$ cat src/rtl/aes_key_sched_ctrl.sv
// AES-128 key-schedule sequencer: drives a one-round key generator through all
// rounds, stores every round key, and serves them through a registered read port.
module aes_key_sched_ctrl #(
    parameter int NUM_ROUNDS = 10
) (
    input  logic         clk,
    input  logic         rst,
    input  logic         i_key_load,
    input  logic [127:0] i_cipher_key,
    input  logic         i_key_clear,
    output logic         o_busy,
    output logic         o_done,
    output logic         o_keys_valid,
    output logic [127:0] kg_pre_rnd_key,
    output logic         kg_en,
    output logic [3:0]   kg_round_num,
    input  logic [127:0] kg_next_rnd_key,
    input  logic [3:0]   i_rk_rd_addr,
    output logic [127:0] o_rk_rd_data
);

    localparam logic [3:0] LAST_RND = 4'(NUM_ROUNDS - 1);
    localparam logic [3:0] MAX_ADDR = 4'(NUM_ROUNDS);

    typedef enum logic [1:0] {IDLE, ISSUE, CAPT, DONE} state_t;

    state_t                        state;
    logic [3:0]                    round;
    logic [127:0]                  work;
    logic [NUM_ROUNDS:0][127:0]    rk;

    assign kg_pre_rnd_key = work;

    // Clear shares the reset path so any in-flight CAPT write is simply dropped;
    // only a true reset forgets the last issued round number.
    always_ff @(posedge clk) begin
        if (rst || i_key_clear) begin
            state        <= IDLE;
            round        <= '0;
            work         <= '0;
            rk           <= '0;
            o_busy       <= 1'b0;
            o_done       <= 1'b0;
            o_keys_valid <= 1'b0;
            kg_en        <= 1'b0;
            if (rst)
                kg_round_num <= '0;
        end else begin
            o_done <= 1'b0;
            kg_en  <= 1'b0;
            case (state)
                IDLE: begin
                    if (i_key_load) begin
                        rk[0]        <= i_cipher_key;
                        work         <= i_cipher_key;
                        round        <= '0;
                        o_keys_valid <= 1'b0;
                        o_busy       <= 1'b1;
                        kg_en        <= 1'b1;
                        kg_round_num <= '0;
                        state        <= ISSUE;
                    end
                end
                ISSUE: state <= CAPT;
                CAPT: begin
                    rk[round + 4'd1] <= kg_next_rnd_key;
                    work             <= kg_next_rnd_key;
                    if (round == LAST_RND) begin
                        o_done <= 1'b1;
                        state  <= DONE;
                    end else begin
                        round        <= round + 4'd1;
                        kg_en        <= 1'b1;
                        kg_round_num <= round + 4'd1;
                        state        <= ISSUE;
                    end
                end
                DONE: begin
                    o_keys_valid <= 1'b1;
                    o_busy       <= 1'b0;
                    state        <= IDLE;
                end
                default: state <= IDLE;
            endcase
        end
    end

    always_ff @(posedge clk) begin
        if (rst)
            o_rk_rd_data <= '0;
        else if (i_rk_rd_addr <= MAX_ADDR)
            o_rk_rd_data <= rk[i_rk_rd_addr];
        else
            o_rk_rd_data <= '0;
    end

endmodule

$ cat config.mk
export PLATFORM = sky130hd
export DESIGN_NAME = aes_key_sched_ctrl
export DESIGN_NICKNAME = d
export VERILOG_FILES = /design/src/rtl/aes_key_sched_ctrl.sv
export SDC_FILE = /design/constraint.sdc
export NUM_CORES = 2
export LEC_CHECK = 0
export CAP_MARGIN = 20
export CORE_ASPECT_RATIO = 1.25
export CORE_UTILIZATION = 60
export DETAILED_ROUTE_END_ITERATION = 7
export MAX_ROUTING_LAYER = met4
export PLACE_DENSITY = 0.81
export SLEW_MARGIN = 20
export SYNTH_ARGS = -nofsm -noshare
export SYNTH_HDL_FRONTEND = slang
export SYNTH_SLANG_ARGS = --single-unit
$ cat constraint.sdc
create_clock -name clk -period 3.9 [get_ports clk]
set_input_delay 1.17 -clock clk [delete_from_list [all_inputs] [get_ports clk]]
set_output_delay 1.17 -clock clk [all_outputs]
set_load 0.01 [all_outputs]
* Word-level counts from Yosys, hierarchy flattened
Cells that the tools add are included.
Storage, ports and cells: register bits after elaboration 1678, output and inout bits 264
Operators by class: add/sub/neg operators 1, $lt $le $gt $ge 4, eq/ne operators 9, multiplexer cells 24, bitwise logic cells 2, reductions and logical operators 12
Operator list (count):
- $bwmux W1408 | 1
- $bmux W128 S4 | 1
- $demux W128 S4 | 1
- $pmux W128 S2 | 2
- $mux W128 | 3
- $mux W4 | 4
- $lt A4 B5 Y1 const B | 2
- $pmux W2 S4 | 1
- $pmux W4 S2 | 1
- $ne A2 B2 Y1 const B | 3
- $ne A3 B3 Y1 const B | 2
- $pmux W1 S2 | 3
- $mux W1 | 5
- $add A4 B1 Y4 const B | 1
- $eq A2 B2 Y1 const B | 2
- $eq A4 B4 Y1 const B | 1
- $ge A4 B1 Y1 const B | 1
- $le A4 B4 Y1 const B | 1
- $mux W2 | 2
- $reduce_and A2 Y1 | 2
- $reduce_and A4 Y1 | 1
- $reduce_bool A2 Y1 | 2
- $reduce_or A2 Y1 | 2
- $reduce_and A3 Y1 | 1
- 6 further kinds | 7

* Logic depth before layout (Yosys ltp)
depth in word-level cells 7, depth in mapped cells 9, mapped depth without buffers 6

* Worst setup path after synthesis
OpenSTA, ideal clock, no wires.
kind input port to flip-flop, from input i_rk_rd_addr[0], to register o_rk_rd_data[107], library setup time 0.128 ns, arrival 2.658 ns, data required time 3.772 ns, slack 1.114 ns, stages 7, cell sequence buf_2 > buf_2 > buf_2 > mux4_2 > nand2b_1 > nand3_1 > o21ai_0
Between the ends: longest elaborated chain between the ends 3, elaborated cells on any way between the ends 5, classes of those cells order compare: 1; mux: 2; bitwise: 1; reduce/logical: 1
Ends and longest elaborated chain:
- from (decl) | RTL line 18 | input logic [3:0] i_rk_rd_addr,
- $le A4 B4 Y1 | RTL line 91 | else if (i_rk_rd_addr <= MAX_ADDR)
- $not A1 Y1 (no line)
- $reduce_or A2 Y1 (no line)
- to (signal assigned) | RTL line 92 | o_rk_rd_data <= rk[i_rk_rd_addr];
- to (decl) | RTL line 19 | output logic [127:0] o_rk_rd_data
Several ways; a longest one is shown, not always the timed one. The select of a mux whose other input is x is not followed. A chain may end at the register's enable or synchronous reset.

* Final worst setup path
from register round[0], to register rk[52] (netlist name)
Between the ends: longest elaborated chain between the ends 7, elaborated cells on any way between the ends 8, classes of those cells add/sub: 1; order compare: 2; mux: 4; reduce/logical: 1
Ends and longest elaborated chain:
- from (decl) | RTL line 28 | logic [3:0] round;
- from (signal assigned) | RTL line 72 | round <= round + 4'd1;
- $add A4 B1 Y4 * | RTL line 66 | rk[round + 4'd1] <= kg_next_rnd_key;
- $lt A4 B5 Y1 (not written as such) / $ge A4 B1 Y1 (equally long branches) | RTL line 66
- $logic_and A1 B1 Y1 (not written as such) | RTL line 66
- $mux W128 (not written as such) | RTL line 66
- $demux W128 S4 * | RTL line 66
- $bwmux W1408 * | RTL line 66
- $pmux W128 S2 * | RTL line 51 | case (state)
- to (signal, indexed assignment) | RTL line 66
- to (decl) | RTL line 30 | logic [NUM_ROUNDS:0][127:0] rk;
Every way passes the cells marked *; elsewhere a longest branch is shown, timed or not.

==> flow_summary.rst <==
.. list-table::
   :header-rows: 1

   * - Metric
     - Value
   * - Gate power share
     - just over 7%
   * - Critical path buffer and inverter count
     - 2
   * - Max Clock Skew
     - 0.03742 ns
   * - DR iter-0 viols
     - 6571
   * - Storage cell area
     - roughly 34000 µm²
   * - Top delay family on crit path
     - compound AO/OA/AOI/OAI gates
   * - Required time of the critical path
     - 4.60 ns
   * - IO Port Bufs
     - approximately 530
   * - Ratio of cells with drive above 1 in the final layout
     - 7.354%
   * - Register bit total from synthesis
     - approximately 1.7k
   * - Number of cells produced by synthesis
     - around 7.6k
   * - Final routed DRC violation total
     - 0
   * - Worst Path Arrival
     - 4.29 ns
   * - Die width
     - 314.2 µm
   * - Reg2reg start
     - round[0]
   * - Antenna Violating Nets Remaining
     - 0
   * - Top area cells in the synthesized netlist
     - dfxtp_1 (46%), mux2i_1 (23%), nand2_1 (8.6%)
   * - Fillcell total
     - 8642
   * - CTS Root Cell
     - clkbuf_16
   * - DP Cell Count
     - between 9k and 10k
   * - Number of optimization iterations in the first detailed-route pass
     - 8
   * - CP peak stage delay
     - 0.79 ns
   * - Unrepaired setup endpoints after global routing
     - false
   * - Hold Path Class
     - reg2reg
   * - Number of rows created at floorplan
     - 142
   * - Share of the core filled with cells
     - 70.72%
   * - Average detailed-routed wire length per instance
     - ~24 µm
   * - Hold Slack
     - 0.4570 ns
   * - Sequential share of power
     - 48.3%
   * - Multi-input combinational cell area
     - ~36000 µm²
   * - Post-route setup TNS
     - 0 ns
   * - Num CTS Buffers
     - 161
   * - Most frequent standard cell in the layout excluding fill and tap cells
     - dfxtp_1
   * - Min cycle time layout
     - approximately 3.6 ns
   * - Share of the cycle needed by the critical path after routing
     - approximately 92%
   * - Number of enable-type register cells in the synthesized netlist
     - 4
   * - Final count of hold timing violations
     - 0
   * - First-pass GRT wire length
     - 351.1 mm
   * - Power Density
     - 425.0 nW/µm²
   * - Final weighted congestion in routability-driven placement
     - about 0.88
   * - Overall via count from detail_route
     - 60.56k
   * - Transition at the pin with the smallest max-transition slack
     - 0.9923 ns
   * - Via density per instance
     - 6.371
   * - Post-Syn Area
     - roughly 73000 µm²
   * - Clock transition at path regs
     - roughly 0.06 ns
   * - Post-route non-filler standard cell count
     - between 9k and 10k
   * - Outcome
     - completed
   * - Critical Path, Cell by Cell
     - ha_1, and2_1, a21o_1, buf_4, a22oi_2, buf_12, a211oi_1
   * - CORE AREA
     - between 100000 and 150000 µm²
   * - Count of cell instances traversed by the critical path
     - 7
   * - Maximum buffer depth of the clock tree
     - 3
   * - Maximum Capacitance Violations
     - 0
   * - Async set-or-reset flop fraction in the synthesized netlist
     - 0%
   * - Mapped Avg Cell Area
     - approximately 9.6 µm²
   * - Startpoint Class
     - flip-flop
   * - Worst R2R End
     - rk[52]
   * - Leakage power summed over all cells
     - 38.12 nW
   * - R2r worst-path depth
     - 7
   * - Number of hold buffers added after cts
     - 0
   * - Post-synthesis cell type count
     - 47
   * - Initial antenna violation count
     - 22
   * - Max stage delay cell, worst path
     - a21o_1
   * - Largest net degree at the start of global routing
     - around 140
   * - Number of levels the H-tree was split into
     - 4
   * - Max Fanout on Critical Path
     - 83
   * - Commonest cells after routing, fill and taps aside
     - dfxtp_1 (1673), nand2_1 (1670), mux2i_1 (1664)
   * - Max Transition Viols Final
     - 0
   * - Buffers inserted during post-CTS setup optimization
     - 0
   * - Total track usage
     - 37.78%
   * - Classification of the worst setup path
     - reg2reg
   * - Net Count, Synth
     - 7848
   * - Overall overflow remaining after global route
     - 0
   * - Total of warnings raised by yosys
     - 0
   * - Synthesis-to-finish area growth
     - 16.38%
   * - Num Clock Sinks
     - ~1.7k
   * - Peak supply drop
     - 0.3760 mV
   * - Cell type with the largest total area after synthesis
     - dfxtp_1
   * - Overall power after layout
     - 36.15 mW
   * - Total net switching power
     - around 8.5 mW
   * - CTS tree
     - built
   * - CP endpoint kind
     - flip-flop
   * - Share of synthesized area occupied by flip-flops and latches
     - 46.02%
   * - Via count of the first global-routing pass
     - 59.87k
   * - Highest Clock Rate
     - 0.2781 GHz
   * - Ys flop type
     - dfxtp_1
   * - Register-to-register setup slack
     - 0.30 ns
   * - Source-to-sink clock delay at the later pin of the worst-skew pair
     - 0.81 ns
   * - Cell Int Power
     - 27.62 mW
   * - Critical path launch point
     - round[0]
   * - Synth top area share
     - 45.85%
   * - Switching share of total power
     - 23.61%
   * - Count of cells resized by post-cts repair
     - 0
   * - Routed WL
     - 232.4 mm
   * - Initial cell density of the core
     - 60.76%
   * - Max-Slew Margin vs Limit
     - approximately a third
   * - Final setup viols
     - 0
   * - Die Footprint
     - 123200 µm²
   * - Last element of the critical path
     - rk[52]
   * - Nets
     - 8043
   * - Number of top-level pins
     - 528
   * - Chip Height
     - 392.2 µm
   * - Power share of the clock group
     - 44.5%
   * - HPWL after detailed placement
     - around 140 mm
[state kept, by name, summed over array words and instances (netlist names)]
register / count
kg_pre_rnd_key: 128
rk: 1408
state: 2
o_done: 1
o_keys_valid: 1
kg_round_num: 4
kg_en: 1
o_busy: 1
round: 4
o_rk_rd_data: 128
[per-layer routing]
metal	global-route usage (%)	up-vias	wire length [µm]
met1	45.20	29567	89100
met4	20.79	0	12130
met2	59.92	3409	108700
met5	-	-	0
li1	-	26897	-
met3	7.229	686	22450
[worst min-delay path by stage]
| stage | start | to | slack (ns) | cells past startpoint |
|---|---|---|---|---|
| floorplan | rk[128] | rk[128] | 0.43 | 2 |
| global placement | rk[235] | rk[235] | 0.44 | 2 |
| detailed placement | rk[191] | rk[191] | 0.45 | 2 |
| CTS | rk[171] | rk[171] | 0.46 | 2 |
| global route | rk[201] | rk[201] | 0.47 | 2 |
| finish | rk[171] | rk[171] | 0.46 | 2 |
[worst register-to-register path, delay by kind of cell, from the launching register on]
kind	cells	cell delay, ns
buffers and inverters	2	0.56
adders and majority gates	1	0.42
and+or+nand+nor	1	0.36
DFF	1	0.57
AOI/OAI and AO/OA	3	1.59
[Yosys cell counts, types with 2 or more instances]
master	instances
buf_2	147
a311oi_1	128
or3_1	115
a211oi_1	118
a21oi_1	146
edfxtp_1	4
nand3_1	135
nand2b_1	132
a41oi_4	2
o21ai_0	236
nand2_1	1671
buf_8	20
nor2b_1	4
a22oi_2	2
nor2_1	413
dfxtp_1	1674
and3_1	4
buf_1	47
nand3b_1	3
buf_4	54
and2_1	2
o32ai_1	115
mux4_2	128
a221o_1	13
clkbuf_1	390
a21o_1	3
mux2i_1	1664
nor3_1	19
buf_6	13
o21ai_1	21
a22oi_1	132
o41ai_1	2
ha_1	6
inv_1	2
[final cells by class]
type                            count  area share, %
Multi-Input combinational cell   5227          42.80
Sequential cell                  1678          39.54
Timing Repair Buffer              703          8.915
Clock buffer                      250          5.740
Tap cell                         1584          2.330
Clock inverter                     40         0.6002
Antenna cell                       21        0.06178
Inverter                            2       0.008826
[per-stage QoR]
stage	setup WS, ns	instance area (µm²)
after floorplan	1.114	73090
after global placement	0.5830	79620
after detailed placement	0.5028	79620
after CTS	0.5866	85010
after global routing	0.3065	85060
final	0.3040	85060
[cells by family after synthesis]
family | after synthesis | share of synthesized area (%)
adder cells (fa/ha/maj) | 6 | 0.1027
multiplexers | 1792 | 26.73
AO/OA/AOI/OAI | 924 | 8.650
AND/OR/NAND/NOR | 2504 | 14.06
flip-flops | 1678 | 46.02
XOR/XNOR | 1 | 0.01199
buffers and inverters | 673 | 4.427
[power by group through the flow]
stage / sequential [mW] / clock, mW / combinational [mW]
2_1_floorplan: 17.8 / 0 / 1.25
3_3_place_gp: 17.8 / 0 / 2.51
3_5_place_dp: 17.8 / 0 / 2.54
4_1_cts: 17.5 / 16.1 / 2.56
5_1_grt: 17.5 / 16.8 / 2.74
6_report: 17.5 / 16.1 / 2.62
Power figures use the tool's default switching activity.
